`config.mk`:
```
export PLATFORM = sky130hd
export DESIGN_NAME = sar_search_ctrl
export DESIGN_NICKNAME = d
export VERILOG_FILES = /design/src/rtl/sar_pkg.sv /design/src/rtl/sar_ans_check.sv /design/src/rtl/sar_search_ctrl.sv
export SDC_FILE = /design/constraint.sdc
export NUM_CORES = 1
export LEC_CHECK = 0
export CAP_MARGIN = 10
export CORE_MARGIN = 2
export CORE_UTILIZATION = 54
export CTS_CLUSTER_SIZE = 10
export DETAILED_ROUTE_END_ITERATION = 7
export PLACE_DENSITY = 0.83
export SLEW_MARGIN = 30
export SYNTH_ARGS = -nofsm -noshare
export SYNTH_HDL_FRONTEND = slang
export SYNTH_SLANG_ARGS = --single-unit
```
`constraint.sdc`:
```
create_clock -name clk -period 4.7 [get_ports clk]
set_input_delay 0.47 -clock clk [delete_from_list [all_inputs] [get_ports clk]]
set_output_delay 0.47 -clock clk [all_outputs]
set_load 0.1 [all_outputs]
```
`src/rtl/sar_pkg.sv`:
```
// Shared types and constants for successive-approximation search controllers.
// State encoding, comparator answer codes and the legal WIDTH range check.
package sar_pkg;

    typedef enum logic [1:0] {
        IDLE = 2'd0,
        ASK  = 2'd1,
        FIN  = 2'd2
    } state_e;

    // Answer codes follow the {eq,lt,gt} bit order presented by the comparator.
    typedef enum logic [2:0] {
        ANS_NONE = 3'b000,
        ANS_GT   = 3'b001,
        ANS_LT   = 3'b010,
        ANS_EQ   = 3'b100
    } ans_e;

    localparam int SAR_WIDTH_MIN = 1;
    localparam int SAR_WIDTH_MAX = 16;

    function automatic bit sar_width_ok(input int w);
        return (w >= SAR_WIDTH_MIN) && (w <= SAR_WIDTH_MAX);
    endfunction

endpackage

```
`src/rtl/sar_ans_check.sv`:
```
// Decodes a comparator {eq,lt,gt} answer and flags whether it is a legal one-hot code.
// Purely combinational so it can sit in front of any comparator-driven controller.
module sar_ans_check
    import sar_pkg::*;
(
    input  logic eq,
    input  logic lt,
    input  logic gt,
    output logic onehot,
    output ans_e ans
);

    always_comb begin
        onehot = 1'b0;
        ans    = ANS_NONE;
        case ({eq, lt, gt})
            3'b100: begin
                onehot = 1'b1;
                ans    = ANS_EQ;
            end
            3'b010: begin
                onehot = 1'b1;
                ans    = ANS_LT;
            end
            3'b001: begin
                onehot = 1'b1;
                ans    = ANS_GT;
            end
            default: begin
                onehot = 1'b0;
                ans    = ANS_NONE;
            end
        endcase
    end

endmodule

```
`src/rtl/sar_search_ctrl.sv`:
```
// Successive-approximation search controller driving an external Eq/Lt/Gt comparator.
// Define SAR_TIMEOUT_EN to abort a search when cmp_valid stays low for TMO_CYCLES ASK cycles.
module sar_search_ctrl
    import sar_pkg::*;
#(
    parameter int WIDTH      = 4,
    parameter int TMO_CYCLES = 15
)
(
    input  logic             clk,
    input  logic             rst_n,
    input  logic             start,
    output logic [WIDTH-1:0] guess,
    output logic             cmp_req,
    input  logic             cmp_valid,
    input  logic             eq,
    input  logic             lt,
    input  logic             gt,
    output logic             busy,
    output logic             done,
    output logic             found,
    output logic             err,
    output logic [WIDTH-1:0] result
);

    localparam int               KW   = (WIDTH > 1) ? $clog2(WIDTH) : 1;
    localparam logic [KW-1:0]    KMAX = KW'(WIDTH - 1);
    localparam logic [WIDTH-1:0] ONE  = WIDTH'(1);

    if (!sar_width_ok(WIDTH) || (TMO_CYCLES < 1)) begin : g_param_check
        $error("sar_search_ctrl: WIDTH must be 1..16 and TMO_CYCLES at least 1");
    end

    state_e           state_q, state_d;
    logic [WIDTH-1:0] acc_q, acc_d, acc_new;
    logic [KW-1:0]    k_q, k_d;
    logic [WIDTH-1:0] guess_q, guess_d;
    logic [WIDTH-1:0] result_q, result_d;
    logic             found_q, found_d;
    logic             err_q, err_d;

    logic             ans_onehot;
    ans_e             ans;

`ifdef SAR_TIMEOUT_EN
    localparam int TW = $clog2(TMO_CYCLES + 1);
    logic [TW-1:0] tmo_q, tmo_d;
`endif

    sar_ans_check u_ans_check (
        .eq     (eq),
        .lt     (lt),
        .gt     (gt),
        .onehot (ans_onehot),
        .ans    (ans)
    );

    always_ff @(posedge clk or negedge rst_n) begin
        if (!rst_n) begin
            state_q  <= IDLE;
            acc_q    <= '0;
            k_q      <= KMAX;
            guess_q  <= '0;
            result_q <= '0;
            found_q  <= 1'b0;
            err_q    <= 1'b0;
`ifdef SAR_TIMEOUT_EN
            tmo_q    <= '0;
`endif
        end else begin
            state_q  <= state_d;
            acc_q    <= acc_d;
            k_q      <= k_d;
            guess_q  <= guess_d;
            result_q <= result_d;
            found_q  <= found_d;
            err_q    <= err_d;
`ifdef SAR_TIMEOUT_EN
            tmo_q    <= tmo_d;
`endif
        end
    end

    // acc holds the bits already decided; guess is acc with the bit under test set.
    always_comb begin
        state_d  = state_q;
        acc_d    = acc_q;
        acc_new  = acc_q;
        k_d      = k_q;
        guess_d  = guess_q;
        result_d = result_q;
        found_d  = found_q;
        err_d    = err_q;
`ifdef SAR_TIMEOUT_EN
        tmo_d    = tmo_q;
`endif
        case (state_q)
            IDLE: begin
                if (start) begin
                    result_d = '0;
                    found_d  = 1'b0;
                    err_d    = 1'b0;
                    acc_d    = '0;
                    k_d      = KMAX;
                    guess_d  = ONE << KMAX;
`ifdef SAR_TIMEOUT_EN
                    tmo_d    = '0;
`endif
                    state_d  = ASK;
                end
            end
            ASK: begin
                if (cmp_valid) begin
`ifdef SAR_TIMEOUT_EN
                    tmo_d = '0;
`endif
                    if (!ans_onehot) begin
                        err_d   = 1'b1;
                        found_d = 1'b0;
                        state_d = FIN;
                    end else if (ans == ANS_EQ) begin
                        result_d = guess_q;
                        found_d  = 1'b1;
                        state_d  = FIN;
                    end else begin
                        acc_new = (ans == ANS_LT) ? guess_q : acc_q;
                        acc_d   = acc_new;
                        if (k_q != '0) begin
                            k_d     = k_q - 1'b1;
                            guess_d = acc_new | (ONE << (k_q - 1'b1));
                        end else if (ans == ANS_GT) begin
                            result_d = acc_new;
                            found_d  = 1'b1;
                            state_d  = FIN;
                        end else begin
                            // Target above every representable value: comparator is inconsistent.
                            err_d    = 1'b1;
                            result_d = guess_q;
                            state_d  = FIN;
                        end
                    end
                end
`ifdef SAR_TIMEOUT_EN
                else if (tmo_q == TW'(TMO_CYCLES - 1)) begin
                    err_d   = 1'b1;
                    found_d = 1'b0;
                    state_d = FIN;
                end else begin
                    tmo_d = tmo_q + 1'b1;
                end
`endif
            end
            FIN: begin
                state_d = IDLE;
            end
            default: begin
                state_d = IDLE;
            end
        endcase
    end

    assign guess   = guess_q;
    assign result  = result_q;
    assign found   = found_q;
    assign err     = err_q;
    assign busy    = (state_q == ASK);
    assign cmp_req = (state_q == ASK);
    assign done    = (state_q == FIN);

endmodule

```
==> impl_metrics.csv, run 1 <==
group,metric,value,unit
worst_setup_path,critPathArrivalTime,2.49,ns
yosys,synth_seq_area_share,43.2,%
yosys,syn_area_per_cell,10.9,um^2
yosys,synth_top_cell_by_area,"dfrtp_1",
power,vdd_ir_drop_max,0.358,mV
final_layout,diodes,0,
final_layout,utilization,70.7,%
final_layout,finalNetCount,124,
worst_setup_path,r2r-start,"k_q[0]$_DFFE_PN1P_",
place,gp_congestion,0.813,
sta,setup_viol,0,
final_layout,num-fill-cells,133,
global_route,grt_pass1_wl,3560,um
sta,finalCriticalPeriod,2.96,ns
clock_network,htreeDepth,1,
clock_network,clock_path_buffers,2,
yosys,syn_inst,96,
sta,period_share,63.0,%
worst_setup_path,crit_family,"buffers and inverters",
clock_network,root_buffer,"clkbuf_4",
yosys,synth_compound_area_share,23.7,%
yosys,synth.area.mux_share,4.78,%
worst_setup_path,endpoint_kind,"output pin",
yosys,synth-seq-cells,18,
floorplan,io-pin-count,20,
place,dp_cells,133,
yosys,yosysUniqueCellTypes,41,
power,p_per_area,681,nW/um^2
sta,max_freq,338,MHz
global_route,grt_max_degree,19,
worst_setup_path,startpoint,"state_q[0]$_DFFE_PN0P_",
worst_setup_path,worstSetupPathType,"register to output pin",
sta,timing.setup.tns,0,ns
final_layout,final_cells,137,
global_route,gr-total-overflow,0,
worst_setup_path,crit_chain,"nor2b_1 > clkdlybuf4s50_1",
worst_setup_path,timing.critical_path.from_type,"register",
global_route,antenna_found_initial,0,
detailed_routing,vias,821,
sta,hold_viol,0,
final_layout,drive_above_1_share,10.7,%
floorplan,die_width,48.0,um
yosys,synth_xor_area_share,1.67,%
detailed_routing,dr.first_iter.drc_count,28,
flow_run,drv_cap,0,
detailed_routing,ant_nets,0,
global_route,grtUsageTotal,22.9,%
place,dpl.hpwl,1620,um
yosys,synth_area_leaders,"dfrtp_1 (38%), o2bb2ai_1 (5.9%), dfstp_2 (5.0%), ha_1 (4.8%), mux2i_1 (4.8%)",
detailed_routing,first_pass_iters,4,
detailed_routing,remaining_drc_errors,0,
yosys,ys_warn_count,0,
sta,rsz0062_at_grt,"no",
power,power_leakage,0.000520,uW
yosys,yosysMostFrequentCell,"dfrtp_1",
detailed_routing,routedWlPerCell,15.8,um
yosys,synth-edff-count,0,
place,portBuffers,19,
clock_network,clkTransAtPathRegs,0.11,ns
floorplan,dieArea,2310,um^2
final_layout,area_growth,20.4,%
clock_network,cts_hold_buf,0,
worst_setup_path,crit_path_top_delay_cell,"clkdlybuf4s50_1",
sta,worst_pin_slew,0.984,ns
clock_network,cts_sinks,18,
status,status,"finished, final reports clean",
worst_setup_path,crit_buf_inv,1,
yosys,yosys.area_share.adder,4.78,%
worst_setup_path,worstPathRequired,4.23,ns
worst_setup_path,path_max_fanout,9,
yosys,synth_top_family_by_area,"compound AO/OA/AOI/OAI gates",
worst_hold_path,hp-start,"result[1]$_DFFE_PN0P_",
floorplan,core_area,1780,um^2
clock_network,cts_tree,"built",
detailed_routing,via_per_inst,5.99,
floorplan,start_util,58.7,%
yosys,synth-simple-area-share,16.2,%
clock_network,clock_latency,0.30,ns
clock_network,cts_resized,0,
yosys,ys_async_sr_fraction,100,%
sta,fin_worst_skew,0.0122,ns
sta,drv_slew,0,
sta,relSlewSlack,34.2,%
yosys,ys.flop_type,"dfrtp_1",
yosys,synth_area,1050,um^2
global_route,first_global_vias,753,
yosys,syn_nets,107,
clock_network,cts_buffers,3,
clock_network,post_cts_buffers,0,
worst_setup_path,slowest_delay,1.23,ns
yosys,yosysTopAreaCellShare,38.2,%
detailed_routing,wirelength,2170,um
worst_hold_path,hold_class,"register to register",
yosys,synth_top_cells_by_count,"dfrtp_1 (16), o2bb2ai_1 (7), a21oi_1 (6)",
floorplan,rows,15,
floorplan,die_h,48.0,um
[final cells by class]
class	instances	area [um^2]	share of cell area (%)
Multi-Input combinational cell	67	536	42.5
Sequential cell	18	453	35.9
Timing Repair Buffer	19	190	15.1
Clock buffer	4	36.3	2.88
Tap cell	25	31.3	2.48
Inverter	4	15.0	1.19
[state kept, by name, summed over array words and instances, names as in the netlist]
name,cells
state_q,2
result,4
k_q,2
err,1
guess,4
acc_q,4
found,1
[final timing paths]
path / to / slack [ns] / cells past startpoint
worst max register to register: result[2]$_DFFE_PN0P_ / 2.87 / 5
worst max-delay path: busy / 1.74 / 2
worst min-delay path: result[1]$_DFFE_PN0P_ / 0.50 / 1
max in group asynchronous: guess[2]$_DFFE_PN0P_ / 3.58 / 1
worst min register to register: result[1]$_DFFE_PN0P_ / 0.50 / 1
min in group asynchronous: state_q[1]$_DFFE_PN0P_ / 0.61 / 1
[stage by stage]
stage                     setup slack, ns  instance area (um^2)  hold WS (ns)  total power (uW)
after global placement               2.15                  1220         0.470               754
final                                1.74                  1260         0.499               859
after detailed placement             2.08                  1220         0.475               761
after floorplan                      1.62                  1050         0.174               652
after global routing                 1.60                  1260         0.514               901
after CTS                            1.74                  1260         0.504               858
[routing by layer]
layer	routed length (um)	GRT usage, %
met1	1020	31.2
met2	984	35.5
met3	125	4.53
met4	39	9.73
met5	0	0
[placed cells by master (no fill, tap or decap), drive strengths merged, types with 2 or more instances in the layout]
cell type and n:
a21oi 7, a22o 4, a22oi 2, clkbuf 4, clkdlybuf4s50 19, dfrtp 16
dfstp 2, ha 4, inv 4, mux2i 5, nand2b 2, nand4 2
nor2 5, nor2b 2, nor3b 3, o211ai 2, o21ai 2, o2bb2ai 7
or3 2, xnor2 2
[worst reg2reg max path: stages, from the launching register on]
cell and delay [ns]:
dfstp_2 0.56, inv_1 0.08, ha_1 0.28, or2_2 0.37, o211ai_1 0.31, o2bb2ai_1 0.16
[power breakdown]
group	leakage [uW]	internal [uW]	switching [uW]
Clock	0.0000210	47.3	51.4
Combinational	0.000267	133	385
Sequential	0.000233	200	42.8
[logic make-up after synthesis]
| group | after synthesis |
|---|---|
| AND/OR/NAND/NOR | 25 |
| flip-flops | 18 |
| AO/OA/AOI/OAI | 31 |
| buffers and inverters | 11 |
| adder cells (fa/ha/maj) | 4 |
| XOR/XNOR | 2 |
| multiplexers | 5 |
Note: power is estimated with default switching activity, not from simulation.
==> run 2, diff against run 1 <==
Settings changed: CORE_UTILIZATION 54 to 50, PLACE_DENSITY 0.83 to 0.77.
Clock period 4.7 ns to 2.9 ns, I/O delays scaled along.
==> run 2 against run 1 <==
Compared with the run above: count of clock-buffer cells in the layout did not move; die area increased by 7.3%; register-to-register slack worse by 1.8 ns; critical path depth grew 3; setup slack lost 0.78 ns; sequential share of layout area is 0.58 points higher; sequential power up 63%; via count decreased by 0.85%; total power increased by 60%; clock skew down 0.0072 ns; critical endpoint is now guess[3]$_DFFE_PN0P_; largest cell class unchanged.
==> impl_metrics.csv, run 2 (synthesis results as in run 1) <==
group,metric,value,unit
sta,whs,0.440,ns
sta,worst_pin_slew,0.795,ns
detailed_routing,dr.first_iter.drc_count,18,
clock_network,cts_buffers,3,
sta,drv_slew,0,
final_layout,finalNetCount,125,
final_layout,fin_area,1240,um^2
detailed_routing,via_per_inst,5.81,
floorplan,dieArea,2480,um^2
worst_setup_path,worstPathRequired,3.06,ns
clock_network,clkTransAtPathRegs,0.11,ns
detailed_routing,wl_met1,996,um
final_layout,area_growth,18.5,%
worst_setup_path,crit_path_top_delay_cell,"clkdlybuf4s50_1",
detailed_routing,first_pass_iters,4,
clock_network,clock_latency,0.30,ns
final_layout,diodes,0,
place,place_area,1200,um^2
sta,setup_viol,0,
final_layout,layout_commonest_cell,"dfrtp_1",
clock_network,post_cts_buffers,0,
power,power,1370,uW
clock_network,htreeDepth,1,
worst_setup_path,timing.critical_path.from_type,"input pin",
sta,max_freq,514,MHz
power,power_leakage,0.000547,uW
worst_setup_path,endpoint_kind,"register",
floorplan,io-pin-count,20,
place,dp_cells,136,
worst_setup_path,crit_buf_inv,1,
detailed_routing,route.met2.wl,974,um
sta,hold_viol,0,
worst_setup_path,path_max_fanout,10,
global_route,antenna_found_initial,0,
place,gp_congestion,0.814,
detailed_routing,vias,814,
final_layout,mostFrequentLayoutCells,"dfrtp_1 (16), buf_4 (14), o2bb2ai_1 (7)",
worst_setup_path,critPathArrivalTime,2.11,ns
worst_setup_path,crit_chain,"clkdlybuf4s50_1 > or3b_1 > o211ai_4 > and4_1 > a22oi_1",
floorplan,die_width,49.8,um
final_layout,final_cells,140,
sta,fin_worst_skew,0.00503,ns
worst_setup_path,worstSetupPathType,"input pin to register",
detailed_routing,ant_nets,0,
global_route,gr-total-overflow,0,
global_route,grt_max_degree,19,
place,portBuffers,19,
flow_run,drv_cap,0,
floorplan,start_util,53.4,%
clock_network,root_buffer,"clkbuf_4",
power,p_per_area,1110,nW/um^2
clock_network,cts_sinks,18,
final_layout,drive_above_1_share,23.9,%
sta,relSlewSlack,46.8,%
detailed_routing,routed-wl-met3,77,um
floorplan,die_h,49.8,um
floorplan,core_area,1960,um^2
detailed_routing,remaining_drc_errors,0,
detailed_routing,routedWlPerCell,15.0,um
sta,rsz0062_at_grt,"no",
floorplan,rows,16,
clock_network,cts_tree,"built",
sta,period_share,67.1,%
clock_network,cts_hold_buf,0,
sta,finalCriticalPeriod,1.94,ns
power,vdd_ir_drop_max,0.758,mV
global_route,grtUsageTotal,19.0,%
worst_setup_path,slowest_delay,0.69,ns
global_route,first_global_vias,758,
clock_network,cts_resized,0,
global_route,grt_pass1_wl,3530,um
detailed_routing,wirelength,2090,um
sta,timing.setup.tns,0,ns
detailed_routing,top_layer_used,"met4",
worst_setup_path,crit_family,"simple AND/OR/NAND/NOR gates",
clock_network,clock_path_buffers,2,
status,status,"finished, final reports clean",
place,dpl.hpwl,1590,um
worst_hold_path,hold_class,"input pin to async pin",
[run 2: per-stage QoR]
step	util [%]	setup slack, ns
after global placement	61.4	0.687
after detailed placement	61.4	0.638
after global routing	63.3	0.829
after CTS	63.3	0.975
after floorplan	-	0.561
final	63.3	0.955
[run 2: final cells by class]
type                            count  area, um^2
Clock buffer                        4        36.3
Fill cell                         165         721
Inverter                            4        15.0
Multi-Input combinational cell     67         538
Sequential cell                    18         453
Tap cell                           27        33.8
Timing Repair Buffer               20         165
[run 2: worst reg2reg max path, delay by kind of cell (launching register included)]
family | cells | cell delay (ns)
AO/OA/AOI/OAI | 2 | 0.47
adder cells (fa/ha/maj) | 1 | 0.28
buffers and inverters | 1 | 0.08
flip-flops | 1 | 0.56
AND/OR/NAND/NOR | 1 | 0.35
[run 2: routing by layer]
layer | vias to the layer above | GRT usage [%]
met5 | - | 0
met4 | 0 | 8.33
met3 | 5 | 3.94
met2 | 18 | 30.2
met1 | 396 | 25.0
li1 | 395 | -
[run 2: report_power, final]
group | switching, uW | leakage [uW] | internal, uW | total [uW]
Combinational | 621 | 0.000293 | 197 | 817
Sequential | 72.4 | 0.000233 | 324 | 397
Clock | 81.7 | 0.0000210 | 76.6 | 158
Total | 775 | 0.000547 | 597 | 1370
[run 2: final timing paths]
| kind | start | cells past startpoint | endpoint | slack (ns) |
|---|---|---|---|---|
| max reg2reg | k_q[0]$_DFFE_PN1P_ | 5 | result[1]$_DFFE_PN0P_ | 1.09 |
| min | rst_n | 1 | found$_DFFE_PN0P_ | 0.44 |
| max in group asynchronous | rst_n | 1 | guess[1]$_DFFE_PN0P_ | 1.97 |
| min reg2reg | result[0]$_DFFE_PN0P_ | 1 | result[0]$_DFFE_PN0P_ | 0.51 |
| min in group clk | result[0]$_DFFE_PN0P_ | 1 | result[0]$_DFFE_PN0P_ | 0.51 |
| max | lt | 5 | guess[3]$_DFFE_PN0P_ | 0.96 |
